`src/rtl/swap_monitor.sv`:
```
// swap_monitor
//   Watches the two outputs of an upstream swap stage and checks that they
//   exchange values on every clock. After LOCK_LEN consecutive swap events
//   the monitor locks; while locked it counts swaps, and a missing swap
//   drops lock through a one-cycle ERR state.
//
// Parameters
//   LOCK_LEN  consecutive swap events needed to lock (2..15)
//   CNT_W     width of swap_cnt_o / err_cnt_o
//
// Ports
//   clk         sole clock, rising edge
//   rst_n       asynchronous active-low reset
//   a_i, b_i    upstream swap-stage outputs
//   clr_i       synchronous clear of FSM and counters (history kept)
//   locked_o    high while in LOCK
//   err_o       one-cycle pulse on loss of lock
//   swap_cnt_o  swaps counted while locked, saturating
//   err_cnt_o   loss-of-lock count, saturating
//
// Build option
//   SWAP_MONITOR_ERRCNT_EN  when defined, err_cnt_o counts LOCK->ERR
//                           transitions; otherwise it is tied to 0.
//
// state | meaning
// HUNT  | looking for LOCK_LEN consecutive swap events
// LOCK  | swaps seen every cycle, swap_cnt_o counting
// ERR   | one-cycle loss-of-lock pulse, then back to HUNT
module swap_monitor #(
  parameter int LOCK_LEN = 4,
  parameter int CNT_W    = 8
) (
  input  logic             clk,
  input  logic             rst_n,
  input  logic             a_i,
  input  logic             b_i,
  input  logic             clr_i,
  output logic             locked_o,
  output logic             err_o,
  output logic [CNT_W-1:0] swap_cnt_o,
  output logic [CNT_W-1:0] err_cnt_o
);

  typedef enum logic [1:0] {
    HUNT = 2'd0,
    LOCK = 2'd1,
    ERR  = 2'd2
  } state_t;

  localparam logic [3:0] RUN_LAST = 4'(LOCK_LEN - 1);

  state_t           state;
  logic             a_q, b_q, a_p, b_p;
  logic [1:0]       hist;
  logic [3:0]       run;
  logic [CNT_W-1:0] swap_cnt;
  logic             hist_v;
  logic             swap_ev;

  // Two samples are needed before a swap can be judged.
  assign hist_v  = (hist == 2'd2);
  assign swap_ev = hist_v & (a_q == b_p) & (b_q == a_p) & (a_q != b_q);

  // Sample pipeline and history are not affected by clr_i.
  always_ff @(posedge clk or negedge rst_n) begin
    if (!rst_n) begin
      a_q  <= 1'b0;
      b_q  <= 1'b0;
      a_p  <= 1'b0;
      b_p  <= 1'b0;
      hist <= 2'd0;
    end else begin
      a_q <= a_i;
      b_q <= b_i;
      a_p <= a_q;
      b_p <= b_q;
      if (hist != 2'd2) hist <= hist + 2'd1;
    end
  end

  always_ff @(posedge clk or negedge rst_n) begin
    if (!rst_n) begin
      state    <= HUNT;
      run      <= 4'd0;
      swap_cnt <= '0;
    end else if (clr_i) begin
      state    <= HUNT;
      run      <= 4'd0;
      swap_cnt <= '0;
    end else begin
      case (state)
        HUNT: begin
          if (swap_ev) begin
            if (run == RUN_LAST) begin
              state <= LOCK;
              run   <= 4'd0;
            end else begin
              run <= run + 4'd1;
            end
          end else begin
            run <= 4'd0;
          end
        end
        LOCK: begin
          if (swap_ev) begin
            if (swap_cnt != '1) swap_cnt <= swap_cnt + 1'b1;
          end else begin
            state <= ERR;
          end
        end
        default: begin
          // ERR ignores swap events and always returns to a fresh hunt.
          state <= HUNT;
          run   <= 4'd0;
        end
      endcase
    end
  end

`ifdef SWAP_MONITOR_ERRCNT_EN
  logic [CNT_W-1:0] err_cnt;

  always_ff @(posedge clk or negedge rst_n) begin
    if (!rst_n) begin
      err_cnt <= '0;
    end else if (clr_i) begin
      err_cnt <= '0;
    end else if (state == LOCK && !swap_ev && err_cnt != '1) begin
      err_cnt <= err_cnt + 1'b1;
    end
  end

  assign err_cnt_o = err_cnt;
`else
  assign err_cnt_o = '0;
`endif

  // Decoded straight from the state register: no input-to-output path,
  // and an async reset drops locked_o without passing through ERR.
  assign locked_o   = (state == LOCK);
  assign err_o      = (state == ERR);
  assign swap_cnt_o = swap_cnt;

endmodule
```
`config.mk`:
```
export PLATFORM = sky130hd
export DESIGN_NAME = swap_monitor
export DESIGN_NICKNAME = d
export VERILOG_FILES = /design/src/rtl/swap_monitor.sv
export SDC_FILE = /design/constraint.sdc
export NUM_CORES = 1
export LEC_CHECK = 0
export CAP_MARGIN = 10
export CORE_MARGIN = 5
export CORE_UTILIZATION = 43
export DETAILED_ROUTE_END_ITERATION = 10
export PLACE_DENSITY = 0.74
export SKIP_LAST_GASP = 1
export SYNTH_ARGS = -nofsm -noshare
export SYNTH_HDL_FRONTEND = slang
export SYNTH_SLANG_ARGS = --single-unit
export TNS_END_PERCENT = 1
```
`constraint.sdc`:
```
create_clock -name clk -period 2.1 [get_ports clk]
set_input_delay 0.42 -clock clk [delete_from_list [all_inputs] [get_ports clk]]
set_output_delay 0.42 -clock clk [all_outputs]
set_load 0.005 [all_outputs]
```
**After elaboration in Yosys (flattened, before gate mapping)**

Cells that the tools add are included.

- Bits in registers: 20
- Input bits: 5
- Output and inout port bits: 18
- Logic and storage cells: 46

- Add/sub/neg operators: 3
- Eq/ne operators: 13
- Multiplexer cells: 13
- Bitwise gates (word level): 3
- Reduce and logical (&&, ||, !) cells: 6

Operators by type and width:

| cell | count |
|---|---|
| $mux W8 | 4 |
| $mux W4 | 3 |
| $ne A3 B3 Y1 const B | 3 |
| $add A8 B1 Y8 const B | 1 |
| $mux W2 | 4 |
| $ne A8 B8 Y1 const B | 1 |
| $pmux W4 S2 | 1 |
| $reduce_and A3 Y1 | 2 |
| $reduce_bool A2 Y1 | 3 |
| $add A4 B1 Y4 const B | 1 |
| $eq A2 B2 Y1 const B | 2 |
| $eq A4 B2 Y1 const B | 1 |
| $ne A2 B2 Y1 const B | 2 |
| $pmux W2 S2 | 1 |
| $and A1 B1 Y1 | 3 |
| $add A2 B1 Y2 const B | 1 |
| $eq A1 B1 Y1 | 2 |
| $eq A2 B1 Y1 const B | 1 |
| $logic_not A2 Y1 | 1 |
| $ne A1 B1 Y1 | 1 |

**Depth between registers and ports, before layout**

- Word-level depth: 7
- Gate-level depth with buffers: 6

**Worst setup path after synthesis**

Ideal clock, no wire load.

- Path type: register -> register
- Start: register hist[0]
- End: register swap_cnt[5] (netlist: swap_cnt_o[5])
- Arrival: 1.597 ns
- Required time: 1.972 ns
- Path slack: 0.376 ns
- Cell stages (with the launch flop): 7
- Clock period less this slack: 1.724 ns
- Cell sequence: dfrtp_1 inv_1 ha_1 nand3b_1 a21o_1 nor4_1 mux2_1

- Word-level cells in the longest chain between the ends: 6

Ends and longest elaborated chain:

| item | line | text |
|---|---|---|
| start, declared | 54 | `logic [1:0] hist;` |
| start signal, assigned | 77 | `if (hist != 2'd2) hist <= hist + 2'd1;` |
| $eq A2 B2 Y1 | 61 | `assign hist_v = (hist == 2'd2);` |
| $and A1 B1 Y1 (3 in a row) | 62 | `assign swap_ev = hist_v & (a_q == b_p) & (b_q == a_p) & (a_q != b_q);` |
| $reduce_bool A2 Y1 (no source line) | n/a |  |
| $reduce_and A3 Y1 (no source line) | n/a |  |
| end signal, assigned | 106 | `if (swap_cnt != '1) swap_cnt <= swap_cnt + 1'b1;` |
| end, declared | 56 | `logic [CNT_W-1:0] swap_cnt;` |

No other way between the ends.
A chain may end at the register's enable or synchronous reset.

**Worst setup path after layout**

Ends and elaborated chain as after synthesis.

==> summary.md <==
| Metric | Value |
|---|---|
| Crit path capture type | `flop` |
| Largest net degree at the start of global routing | `21` |
| Synth Cell Area | `0.00107 sq mm` |
| Tot GR Track Use | `13.0%` |
| Multi-input logic area | `524 sq um` |
| Sequential share of power | `65.1%` |
| Post-synthesis sequential area ratio | `46.8%` |
| Post_cts resized | `0` |
| # placed instances | `148` |
| CTS Buf Count | `3` |
| Drt initial violations | `30` |
| DRC Markers | `0` |
| Post-synth ARST share | `100%` |
| Worst slack at placement | `105 ps` |
| RSZ-0062 raised after global routing | `no` |
| Core ar. | `0.00243 sq mm` |
| Vias per cell | `5.39` |
| Clk network pwr share | `28.7%` |
| Total iterations of the first detailed-routing run | `4` |
| DRT Wirelength | `2.05 mm` |
| Period utilization | `92.3%` |
| Lkg Pwr | `0.534 nW` |
| CTS Root Cell | `clkbuf_4` |
| Fmax | `516 MHz` |
| Reg2reg path depth | `6` |
| Hold Violations, Final | `0` |
| Final core occ | `51.3%` |
| Dominant register cell in the synthesized netlist | `dfrtp_1` |
| Cell Count, Final, Fillers Out | `151` |
| Cells after synthesis | `104` |
| Number of max-cap violations | `0` |
| H-Tree Depth | `1` |
| Worst EP required | `2280 ps` |
| Fill cells | `221` |
| Drt wl/cell | `13.6 um` |
| Critical path origin | `hist[0]$_DFFE_PN0P_` |
| Max Fanout on Critical Path | `8` |
| Worst-Skew Late Latency | `290 ps` |
| Kind of critical path | `reg -> reg` |
| Minimum clock period | `1940 ps` |
| Status | `finished, final reports clean` |
| Met3 Track Usage GR | `3.24%` |
| Final instance area | `0.00125 sq mm` |
| Yosys top cell by area | `dfrtp_1` |
| Top-area cell type share of the netlist area | `46.8%` |
| CP Launch Type | `flop` |
| Initial antenna violation count | `0` |
| Hold slack | `453 ps` |
| Library cells used by synthesis | `34` |
| Setup Skew | `5.16 ps` |
| # port buffers | `14` |
| CP Capture Point | `swap_cnt_o[5]$_DFFE_PN0P_` |
| First-pass GRT wire length | `3.44 mm` |
| Number of clock sinks | `20` |
| Via count | `814` |
| Grt met2 use | `21.6%` |
| Worst r2r src | `hist[0]$_DFFE_PN0P_` |
| RD Place Congestion | `0.785` |
| Sequential Area | `500 sq um` |
| Bufs on Longest Clock Path | `2` |
| Number of global-route vias before repair | `759` |
| Dpl hpwl | `1.53 mm` |
| Setup TNS Final | `0 ps` |
| GR Overflow Total | `0` |
| Layout cells sized above 1 | `5.79%` |
| Top Usage Layer GRT | `met2` |
| Diode count | `0` |
| Net Switching | `0.133 mW` |
| Number of synthesized register bits | `20` |
| Comb power frac | `6.2%` |
| Flop-to-flop setup slack | `160 ps` |
| ANT nets after route | `0` |
| Int Pwr | `0.473 mW` |
| Total power | `0.607 mW` |
| P&R area growth vs syn | `16.6%` |
| CTS tree | `done` |
| Synth warn | `0` |
| Die Ht | `59.9 um` |
| # setup viols final | `0` |
| FP Rows | `18` |
| Layout net count | `131` |
| Crit path DAT | `2120 ps` |
| Top post-synthesis cells by area | `dfrtp_1 (47%), buf_4 (5.6%), nand4bb_4 (5.1%)` |
| GR Util met1 | `15.2%` |
| Power per cell area | `486 mW/mm^2` |
| Clock slew at reported path FFs | `110 ps` |
| Final worst setup slack | `161 ps` |
| Placed cell areas | `0.00122 sq mm` |
| Post-Syn Area per Cell | `10.3 sq um` |
| Setup Fix Bufs, Post-CTS | `0` |
| Worst reg2reg path endpoint | `swap_cnt_o[5]$_DFFE_PN0P_` |
| Initial Utilization | `44.0%` |
| Hold Path Class | `in -> async` |
| Post-cts hold buffer count | `0` |
| Number of synthesized flops with an enable pin | `0` |
| Net Sw Frac | `22.0%` |
| Die ar. | `0.00359 sq mm` |
| Die width | `59.9 um` |
| Peak VDD IR | `0.000214 V` |
| Num ports | `23` |
| Final Max Slew Viols | `0` |
how the worst min path moves through the flow:
stage / slack, ps / cells past startpoint / startpoint / end
2_1_floorplan: 120 / 0 / rst_n / a_p$_DFF_PN0_
6_report: 450 / 2 / rst_n / swap_cnt_o[6]$_DFFE_PN0P_
3_5_place_dp: 450 / 0 / b_q$_DFF_PN0_ / b_p$_DFF_PN0_
4_1_cts: 450 / 2 / rst_n / swap_cnt_o[3]$_DFFE_PN0P_
5_1_grt: 460 / 2 / rst_n / swap_cnt_o[3]$_DFFE_PN0P_
3_3_place_gp: 450 / 0 / b_q$_DFF_PN0_ / b_p$_DFF_PN0_
critical path, stage by stage (launching register included):
cell	delay [ps]
dfrtp_1	400
inv_1	60
ha_1	270
nand3b_1	140
a21o_1	260
nor4_1	350
mux2_1	360
power by group through the flow:
stage	logic (mW)	registers, mW	clock network, mW
final	0.0378	0.395	0.174
after global routing	0.0429	0.396	0.206
after CTS	0.0383	0.395	0.191
after detailed placement	0.0382	0.403	0
after global placement	0.0370	0.402	0
after floorplan	0.0277	0.402	0
cell type report:
cell class,instances,area share [%]
multi-input cells,80,42.0
flip-flops and latches,20,40.1
repair buffers,16,12.4
well taps,30,3.01
clock buffers,3,1.81
inverters,2,0.602
kinds of logic (layout without fill, tap and decap cells):
logic type      after synthesis  in the layout  synth area share [%]
other cells                   1              8                 0.351
xor+xnor                      1              1                 0.819
buf+inv                      11             21                  6.67
fa+ha+maj                     3              3                  3.51
simple gates                 48             48                  28.3
flops                        20             20                  46.8
compound gates               16             16                  9.47
mux                           4              4                  4.09
layout by cell type, fill, tap and decap left out, types with 2 or more instances in the layout:
| cell type | n |
|---|---|
| o21ai_0 | 2 |
| nor4_1 | 3 |
| a211oi_1 | 2 |
| nor2b_1 | 6 |
| nand4bb_4 | 2 |
| nand3_1 | 4 |
| and3_1 | 2 |
| nor2_1 | 9 |
| clkdlybuf4s50_1 | 14 |
| mux2_1 | 3 |
| buf_4 | 2 |
| nor3_1 | 4 |
| a21oi_1 | 6 |
| dfrtp_1 | 20 |
| nand2b_1 | 2 |
| clkbuf_4 | 3 |
| conb_1 | 8 |
| ha_1 | 3 |
| inv_1 | 2 |
| a22o_1 | 2 |
| nand2_1 | 8 |
Yosys cell counts (all sizes together) (3+ instances only):
library cell / count
dfrtp: 20
nor2: 9
buf: 8
nand2: 8
a21oi: 6
nor2b: 6
nand3: 4
nor3: 4
ha: 3
mux2: 3
nor4: 3
o21ai: 3
flip-flops by register name (all words and copies together), names as in the netlist:
register / count
a_q: 1
hist: 2
b_p: 1
b_q: 1
run: 4
state: 2
a_p: 1
swap_cnt_o: 8
routing by layer:
metal,routed length (um),vias up
li1,-,397
met1,882,386
met2,1030,29
met3,120,2
met4,15,0
met5,0,-
No activity file was read; power rests on OpenSTA's default activity.
